**config.mk**
```make
export PLATFORM = sky130hd
export DESIGN_NAME = hazard_detect
export DESIGN_NICKNAME = d
export VERILOG_FILES = /design/src/rtl/hazard_detect_pkg.sv /design/src/rtl/hazard_scoreboard.sv /design/src/rtl/hazard_detect.sv
export SDC_FILE = /design/constraint.sdc
export NUM_CORES = 1
export LEC_CHECK = 0
export BUFFER_PORTS_ARGS = -buffer_cell sky130_fd_sc_hd__buf_4
export CAP_MARGIN = 20
export CORE_MARGIN = 2
export CORE_UTILIZATION = 44
export DETAILED_ROUTE_END_ITERATION = 8
export PLACE_DENSITY = 0.73
export SKIP_CTS_REPAIR_TIMING = 1
export SYNTH_ARGS = -nofsm -noshare
export SYNTH_HDL_FRONTEND = slang
export SYNTH_SLANG_ARGS = --single-unit
```
**constraint.sdc**
```tcl
create_clock -name clk -period 1.85 [get_ports clk]
set_input_delay 0.37 -clock clk [delete_from_list [all_inputs] [get_ports clk]]
set_output_delay 0.37 -clock clk [all_outputs]
set_load 0.05 [all_outputs]
```
**src/rtl/hazard_detect_pkg.sv**
```systemverilog
// Shared pipeline defines: opcodes, hazard codes, scoreboard entry types, opcode decode.
package hazard_detect_pkg;

    localparam int unsigned XLEN   = 32;
    localparam int unsigned REG_AW = 5;
    localparam int unsigned OPC_W  = 7;
    localparam int unsigned HZ_W   = 3;

    localparam logic [OPC_W-1:0] OPC_LOAD   = 7'b0000011;
    localparam logic [OPC_W-1:0] OPC_STORE  = 7'b0100011;
    localparam logic [OPC_W-1:0] OPC_BRANCH = 7'b1100011;
    localparam logic [OPC_W-1:0] OPC_JAL    = 7'b1101111;
    localparam logic [OPC_W-1:0] OPC_JALR   = 7'b1100111;
    localparam logic [OPC_W-1:0] OPC_LUI    = 7'b0110111;
    localparam logic [OPC_W-1:0] OPC_AUIPC  = 7'b0010111;
    localparam logic [OPC_W-1:0] OPC_OP     = 7'b0110011;
    localparam logic [OPC_W-1:0] OPC_OP_IMM = 7'b0010011;

    localparam logic [HZ_W-1:0] HZ_NONE    = 3'd0;
    localparam logic [HZ_W-1:0] HZ_EX_RS1  = 3'd1;
    localparam logic [HZ_W-1:0] HZ_EX_RS2  = 3'd2;
    localparam logic [HZ_W-1:0] HZ_MEM_RS1 = 3'd3;
    localparam logic [HZ_W-1:0] HZ_MEM_RS2 = 3'd4;

    // Register-usage summary of one opcode.
    typedef struct packed {
        logic uses_rs1;
        logic uses_rs2;
        logic writes_rd;
        logic is_load;
    } op_dec_t;

    // Producer identity; this is all the distance-2 slot needs.
    typedef struct packed {
        logic              valid;
        logic              wen;
        logic [REG_AW-1:0] rd;
    } sb_tag_t;

    // Distance-1 slot additionally remembers whether the producer is a load.
    typedef struct packed {
        sb_tag_t tag;
        logic    is_load;
    } sb_entry_t;

    typedef enum logic {
        ST_RUN   = 1'b0,
        ST_STALL = 1'b1
    } hz_state_e;

    // Which register fields an opcode actually reads/writes.
    function automatic op_dec_t decode_op(input logic [OPC_W-1:0] op);
        op_dec_t d;
        d.uses_rs1  = !((op == OPC_LUI) || (op == OPC_AUIPC) || (op == OPC_JAL));
        d.uses_rs2  = (op == OPC_OP) || (op == OPC_STORE) || (op == OPC_BRANCH);
        d.writes_rd = !((op == OPC_STORE) || (op == OPC_BRANCH));
        d.is_load   = (op == OPC_LOAD);
        return d;
    endfunction

    // A used, non-x0 source depends on a live, writing producer.
    function automatic logic src_match(input sb_tag_t t, input logic [REG_AW-1:0] src,
                                       input logic used);
        return t.valid && t.wen && (t.rd != '0) && used && (src == t.rd);
    endfunction

endpackage

```
**src/rtl/hazard_scoreboard.sv**
```systemverilog
// Two-deep shift register of in-flight destinations with source comparators.
module hazard_scoreboard
    import hazard_detect_pkg::*;
(
    input  logic              clk,
    input  logic              reset,
    input  sb_entry_t         push_i,
    input  logic [REG_AW-1:0] rs1_i,
    input  logic [REG_AW-1:0] rs2_i,
    input  logic              use_rs1_i,
    input  logic              use_rs2_i,
    output logic              e1_rs1_o,
    output logic              e1_rs2_o,
    output logic              e2_rs1_o,
    output logic              e2_rs2_o,
    output logic              e1_load_o
);

    sb_entry_t e1_q;
    sb_tag_t   e2_q;

    // Every cycle advances the pipe; a bubble is pushed as an all-zero entry.
    always_ff @(posedge clk or negedge reset) begin
        if (!reset) begin
            e1_q <= '0;
            e2_q <= '0;
        end else begin
            e2_q <= e1_q.tag;
            e1_q <= push_i;
        end
    end

    assign e1_rs1_o  = src_match(e1_q.tag, rs1_i, use_rs1_i);
    assign e1_rs2_o  = src_match(e1_q.tag, rs2_i, use_rs2_i);
    assign e2_rs1_o  = src_match(e2_q, rs1_i, use_rs1_i);
    assign e2_rs2_o  = src_match(e2_q, rs2_i, use_rs2_i);
    assign e1_load_o = e1_q.tag.valid && e1_q.is_load;

endmodule

```
**src/rtl/hazard_detect.sv**
```systemverilog
// Decode-side hazard detection: scoreboard lookup, registered hazard codes, load-use stall.
module hazard_detect
    import hazard_detect_pkg::*;
(
    input  logic              clk,
    input  logic              reset,
    input  logic              id_valid,
    input  logic [OPC_W-1:0]  id_op,
    input  logic [REG_AW-1:0] id_rs1,
    input  logic [REG_AW-1:0] id_rs2,
    input  logic [REG_AW-1:0] id_rd,
    input  logic              flush,
    output logic              is_hazard1,
    output logic              is_hazard2,
    output logic [HZ_W-1:0]   hazard_reg1,
    output logic [HZ_W-1:0]   hazard_reg2,
    output logic              dual_src1,
    output logic              dual_src2,
    output logic              stall,
    output logic [OPC_W-1:0]  op_out
);

    hz_state_e        state_q, state_d;
    op_dec_t          dec;
    sb_entry_t        push;
    logic             e1_rs1, e1_rs2, e2_rs1, e2_rs2, e1_load;
    logic             load_use, issue;
    logic             is_hazard1_q, is_hazard1_d, is_hazard2_q, is_hazard2_d;
    logic [HZ_W-1:0]  hazard_reg1_q, hazard_reg1_d, hazard_reg2_q, hazard_reg2_d;
    logic             dual_src1_q, dual_src1_d, dual_src2_q, dual_src2_d;
    logic [OPC_W-1:0] op_out_q, op_out_d;

    assign dec = decode_op(id_op);

    hazard_scoreboard u_sb (
        .clk       (clk),
        .reset     (reset),
        .push_i    (push),
        .rs1_i     (id_rs1),
        .rs2_i     (id_rs2),
        .use_rs1_i (dec.uses_rs1),
        .use_rs2_i (dec.uses_rs2),
        .e1_rs1_o  (e1_rs1),
        .e1_rs2_o  (e1_rs2),
        .e2_rs1_o  (e2_rs1),
        .e2_rs2_o  (e2_rs2),
        .e1_load_o (e1_load)
    );

    // FSM state register.
    always_ff @(posedge clk or negedge reset) begin
        if (!reset) state_q <= ST_RUN;
        else        state_q <= state_d;
    end

    // Stall decision, next state, scoreboard push and hazard code generation.
    // ST_STALL marks the re-evaluation cycle after a bubble, so it can never stall again.
    always_comb begin
        state_d       = state_q;
        stall         = 1'b0;
        push          = '0;
        is_hazard1_d  = 1'b0;
        is_hazard2_d  = 1'b0;
        hazard_reg1_d = HZ_NONE;
        hazard_reg2_d = HZ_NONE;
        dual_src1_d   = 1'b0;
        dual_src2_d   = 1'b0;
        op_out_d      = '0;

        load_use = id_valid && e1_load && (e1_rs1 || e1_rs2) && (state_q == ST_RUN);
        stall    = load_use && !flush;
        issue    = id_valid && !flush && !stall;

        case (state_q)
            ST_RUN:   if (stall) state_d = ST_STALL;
            ST_STALL: state_d = ST_RUN;
            default:  state_d = ST_RUN;
        endcase

        if (issue) begin
            push.tag.valid = 1'b1;
            push.tag.wen   = dec.writes_rd;
            push.tag.rd    = id_rd;
            push.is_load   = dec.is_load;
            op_out_d       = id_op;

            if (e1_rs1) begin
                is_hazard1_d  = 1'b1;
                hazard_reg1_d = HZ_EX_RS1;
            end else if (e1_rs2) begin
                is_hazard1_d  = 1'b1;
                hazard_reg1_d = HZ_EX_RS2;
            end
            dual_src1_d = e1_rs1 && e1_rs2;

            if (e2_rs1) begin
                is_hazard2_d  = 1'b1;
                hazard_reg2_d = HZ_MEM_RS1;
            end else if (e2_rs2) begin
                is_hazard2_d  = 1'b1;
                hazard_reg2_d = HZ_MEM_RS2;
            end
            dual_src2_d = e2_rs1 && e2_rs2;
        end
    end

    // Output registers sampled by the forwarding stage.
    always_ff @(posedge clk or negedge reset) begin
        if (!reset) begin
            is_hazard1_q  <= 1'b0;
            is_hazard2_q  <= 1'b0;
            hazard_reg1_q <= HZ_NONE;
            hazard_reg2_q <= HZ_NONE;
            dual_src1_q   <= 1'b0;
            dual_src2_q   <= 1'b0;
            op_out_q      <= '0;
        end else begin
            is_hazard1_q  <= is_hazard1_d;
            is_hazard2_q  <= is_hazard2_d;
            hazard_reg1_q <= hazard_reg1_d;
            hazard_reg2_q <= hazard_reg2_d;
            dual_src1_q   <= dual_src1_d;
            dual_src2_q   <= dual_src2_d;
            op_out_q      <= op_out_d;
        end
    end

    assign is_hazard1  = is_hazard1_q;
    assign is_hazard2  = is_hazard2_q;
    assign hazard_reg1 = hazard_reg1_q;
    assign hazard_reg2 = hazard_reg2_q;
    assign dual_src1   = dual_src1_q;
    assign dual_src2   = dual_src2_q;
    assign op_out      = op_out_q;

endmodule
```
# Yosys cells after proc, flatten, opt, wreduce, memory -nomap -nowiden
# Cells that the tools add are included.
dict set report op_classes {
  addsub 0
  multipliers 0
  n_div 0
  n_lt_le_gt_ge 0
  eq_ne 11
  shift 0
  muxes 18
  bitwise_logic 1
  reduce_logical 33
}
# cell n
set op_table {}
lappend op_table {{7-bit by 6-bit == test with 1-bit output, second input constant} 3}
lappend op_table {{1-bit logical AND} 21}
lappend op_table {{5-bit == test} 4}
lappend op_table {{7-bit == test, second input constant} 2}
lappend op_table {{5-bit nonzero test} 2}
lappend op_table {{1-bit 2-to-1 mux} 9}
lappend op_table {{3-bit 2-to-1 mux} 3}
lappend op_table {{8-bit 2-to-1 mux} 1}
lappend op_table {{7-bit by 2-bit == test with 1-bit output, second input constant} 1}
lappend op_table {{7-bit by 5-bit == test with 1-bit output, second input constant} 1}
lappend op_table {{7-bit 2-to-1 mux} 1}
lappend op_table {{1-bit logical OR} 6}
lappend op_table {{2-bit 2-to-1 mux} 3}
lappend op_table {{1-bit logical NOT} 4}
lappend op_table {{1-bit case mux with 2 select lines} 1}
lappend op_table {{1-bit NOT} 1}
dict set report word_totals {
  regBits 33
  latch_bits 0
  mem_bits_rw 0
  rom_bits 0
  inputBits 26
  elab_cells 78
  mem_count 0
}

# Logic depth before layout (Yosys ltp)
dict set report logic_depth {
  word_depth 13
  ltp_mapped 6
}

# Hierarchy
# Synthesis repeated with hierarchy kept, for this count alone.
dict set report hier_totals {
  hier_cells 130
  area_unflattened_um2 1574.0
}
# mod instances cells_per_inst area_per_inst_um2 seq_area_each_um2
set by_module_without_submodules {}
lappend by_module_without_submodules {hazard_detect 1 78 920.9 400.4}
lappend by_module_without_submodules {hazard_scoreboard 1 52 653.1 375.4}

# Worst setup path before layout
# Ideal clock, no wire load.
dict set report synth_timing {
  kind {register -> output}
  from {register u_sb.e1_q[1] in the netlist's numbering}
  to {output stall}
  arrival_time_ns 1.443
  t_required_ns 1.480
  path_slack_ns 0.037
  path_stages_with_launch 6
  path_buffers 0
  path_cell_list {dfrtp_1 -> or3_1 -> o311a_1 -> nand4_2 -> a21o_4 -> inv_6}
}
dict set report synth_via {
  elab_chain_len 8
}
# element line_no
set synth_lines {}
lappend synth_lines {{start, declared} hazard_scoreboard.sv:19} ;# sb_entry_t e1_q;
lappend synth_lines {{start signal, assigned} hazard_scoreboard.sv:29} ;# e1_q <= push_i;
lappend synth_lines {{5-bit nonzero test} hazard_detect_pkg.sv:64} ;# return t.valid && t.wen && (t.rd != '0) && used && (src == t.rd);
lappend synth_lines {{1-bit logical AND (3 in a row)} hazard_detect_pkg.sv:64}
lappend synth_lines {{1-bit logical OR (*)} hazard_detect.sv:70} ;# load_use = id_valid && e1_load && (e1_rs1 || e1_rs2) && (state_q == ST_RUN);
lappend synth_lines {{1-bit logical AND (*) (2 in a row)} hazard_detect.sv:70}
lappend synth_lines {{1-bit logical AND (*)} hazard_detect.sv:71} ;# stall = load_use && !flush;
lappend synth_lines {{end, declared} hazard_detect.sv:19} ;# output logic stall,
# Every way passes the cells marked *; elsewhere a longest branch is shown, timed or not.

# Worst setup path after layout
dict set report layout_timing {
  from {register u_sb.e1_q[3] in the netlist's numbering}
  to {output stall}
}
# Same word-level chain as after synthesis.

==> impl_results.md <==
- Status: finished, violations left
- Failing checks: setup timing
- Final-report hold violation count: 0
- Area delta synth->final: 43.1%
- Yosys cell types: 31
- R2R cell count: 7
- Initial antenna violation count: 0
- Mean Syn Cell Area: 12.3 um^2
- HPWL Detailed: 2.19 mm
- Longest Clk Path Bufs: 2
- CP endpoint kind: output pin
- CTS tree: yes
- Max Slew Vio Count: 0
- Max VDD drop: 0.000549 V
- Clock Skew: roughly 0.0092 ns
- Critical-path top delay cell: dfrtp_1
- Slew at the pin closest to its max-slew limit: 0.542 ns
- Gr usage total: 17.5%
- DR vias: 1,047
- Clk root buf: clkbuf_4
- Initial Util: about 46%
- Pwr dens: approximately 660 nW/um^2
- Slowest cell delay on critical path: 0.39 ns
- Mapped Cells: 111
- Antenna viol nets, final: 0
- Period utilisation layout: 123%
- Setup CP Type: reg2out
- Syn nets: 137
- Clock slew at reported path FFs: 0.09 ns
- IO Pins: 44
- Later-pin clock latency in the skew report: 0.32 ns
- Routed len/inst: about 14 um
- Mapped Area: between 1000 and 1500 um^2
- Tmin final: about 2.3 ns
- Final WL: between 2 and 3 mm
- Nets: 204
- Leakage: 1.08 nW
- Vias in the first global route: 1,042
- Footprint of the multi-input gates: just under 600 um^2
- Final setup viols: 3
- Layout cells sized above 1: a little under half
- Post-synthesis sequential area ratio: 56.7%
- CP arrival: ~1.9 ns
- Warnings, synthesis: 0
- Max-Cap Viols: 0
- GR Overflow Total: 0
- Register Area: between 700 and 800 um^2
- Count of state elements after synthesis: 31
- Hold depth: 2
- Drt drc: 0
- CP Launch Type: register
- RSZ-0062 raised after global routing: yes
- Critical path cell sequence: or3_1, o311a_1, nand4_1, a21o_4, inv_6, buf_8
- Die Width: ~60 um
- Async SR Flop Fraction: 100%
- IO Port Bufs: 42
- Row cnt: 20
- Fin worst setup slack: -0.425 ns
- Htree depth: 2
- Ys flop type: dfrtp_1
- Total negative slack: -0.538 ns
- Min-Delay Path Class: in2reg
- First-pass GRT wire length: around 4.6 mm
- Pin count of the biggest net entering global routing: 32
- Crit path max fanout: 2
- Starting DRT DRC Count: 18
- CTS buffer count: 5
- Die Ht: about 60 um
- Req. time, crit path: approximately 1.5 ns
- Die ar.: 3570 um^2
- Number of enable flip-flop cells after synthesis: 0
- Core Region: roughly 3000 um^2
- FMAX: around 440 MHz
- Vias/cell: 4.96
- Filler cells: 242
- Final Core Density: 65.2%
- GP Congestion: 0.867
- Number of clock sinks: 31
- Pre-antenna DRT Iters: 4
- N_diodes: 0
- Slew Limit Headroom: between 60 and 70%
-- logic make-up after synthesis --
kind of cell | after synthesis | synth area share, %
buffers and inverters | 6 | 3.11
other | 1 | 0.274
DFF | 31 | 56.7
and+or+nand+nor | 46 | 22.5
AOI/OAI and AO/OA | 7 | 4.66
xor gates and xnor gates | 20 | 12.8
-- routing by layer --
layer,track usage (%),up-vias,routed length [um]
met5,0,-,0
met3,5.19,2,138
met4,4.76,0,8
li1,-,517,-
met2,30.4,27,1610
met1,21.1,501,1190
-- registers in the layout, summed over array words and instances (netlist names) --
signal and count:
dual_src1 1, dual_src2 1, state_q 1, op_out 7, is_hazard1 1, hazard_reg2 2
u_sb.e2_q 7, is_hazard2 1, u_sb.e1_q 8, hazard_reg1 2
-- cell usage in the layout, fill, tap and decap left out, types with 2 or more instances in the layout --
| cell | count |
|---|---|
| buf_4 | 62 |
| dfrtp_1 | 31 |
| xor2_1 | 17 |
| and3_1 | 14 |
| nor2_1 | 6 |
| clkbuf_4 | 5 |
| nor2b_1 | 3 |
| nor3_1 | 3 |
| xnor2_1 | 3 |
| nor3_2 | 2 |
| or3_1 | 2 |
| o311a_1 | 2 |
| nand2_1 | 2 |
| nand4_1 | 2 |
| a211oi_2 | 2 |
| nand3_1 | 2 |
-- per-stage QoR --
stage               instance area, um^2  total power, mW  hold WS [ns]  setup slack (ns)  cells
finish                             1960             1.30         0.280            -0.425    211
global route                       1960             1.36         0.262            -0.516    211
CTS                                1910             1.31       -0.0438            -0.466    210
detailed placement                 1850            0.914         0.318            -0.205    203
global placement                   1850            0.911         0.310            -0.185    203
floorplan                          1370            0.801        0.0744            0.0367    111
-- report_power, final --
part / total (mW) / switching [mW] / internal, mW
Clock: 0.390 / 0.215 / 0.176
Sequential: 0.708 / 0.0121 / 0.696
Combinational: 0.199 / 0.101 / 0.0971
-- critical path, delay by kind of cell, from the launching register on --
kind / cells / cell delay [ns]
AND/OR/NAND/NOR: 2 / 0.50
AO/OA/AOI/OAI: 2 / 0.54
buffers and inverters: 2 / 0.16
flip-flops: 1 / 0.39
-- synth_stat cells (3+ instances only) --
cell type,number,share of area (%)
dfrtp_1,31,57
nor3_1,6,2.2
nor2_1,6,1.6
xor2_1,17,11
and3_1,14,6.4
xnor2_1,3,1.9
nor2b_1,3,1.4
-- final timing paths --
check	slack, ns	from	endpoint
max	-0.43	u_sb.e1_q[3]$_DFF_PN0_	stall
min	0.28	id_rd[0]	u_sb.e1_q[1]$_DFF_PN0_
max reg2reg	-0.09	u_sb.e1_q[3]$_DFF_PN0_	hazard_reg2[2]$_DFF_PN0_
min reg2reg	0.39	u_sb.e1_q[6]$_DFF_PN0_	u_sb.e2_q[5]$_DFF_PN0_
max in group asynchronous	1.06	reset	op_out[4]$_DFF_PN0_
min in group asynchronous	0.50	reset	u_sb.e2_q[6]$_DFF_PN0_
-- cell type report --
cell class | instances | area share, %
flip-flops and latches | 31 | 39.6
clock buffers | 6 | 2.62
inverters | 2 | 0.639
multi-input cells | 74 | 29.7
repair buffers | 64 | 25.0
well taps | 33 | 2.11
clock inverters | 1 | 0.256
Note: power is estimated with default switching activity, not from simulation.
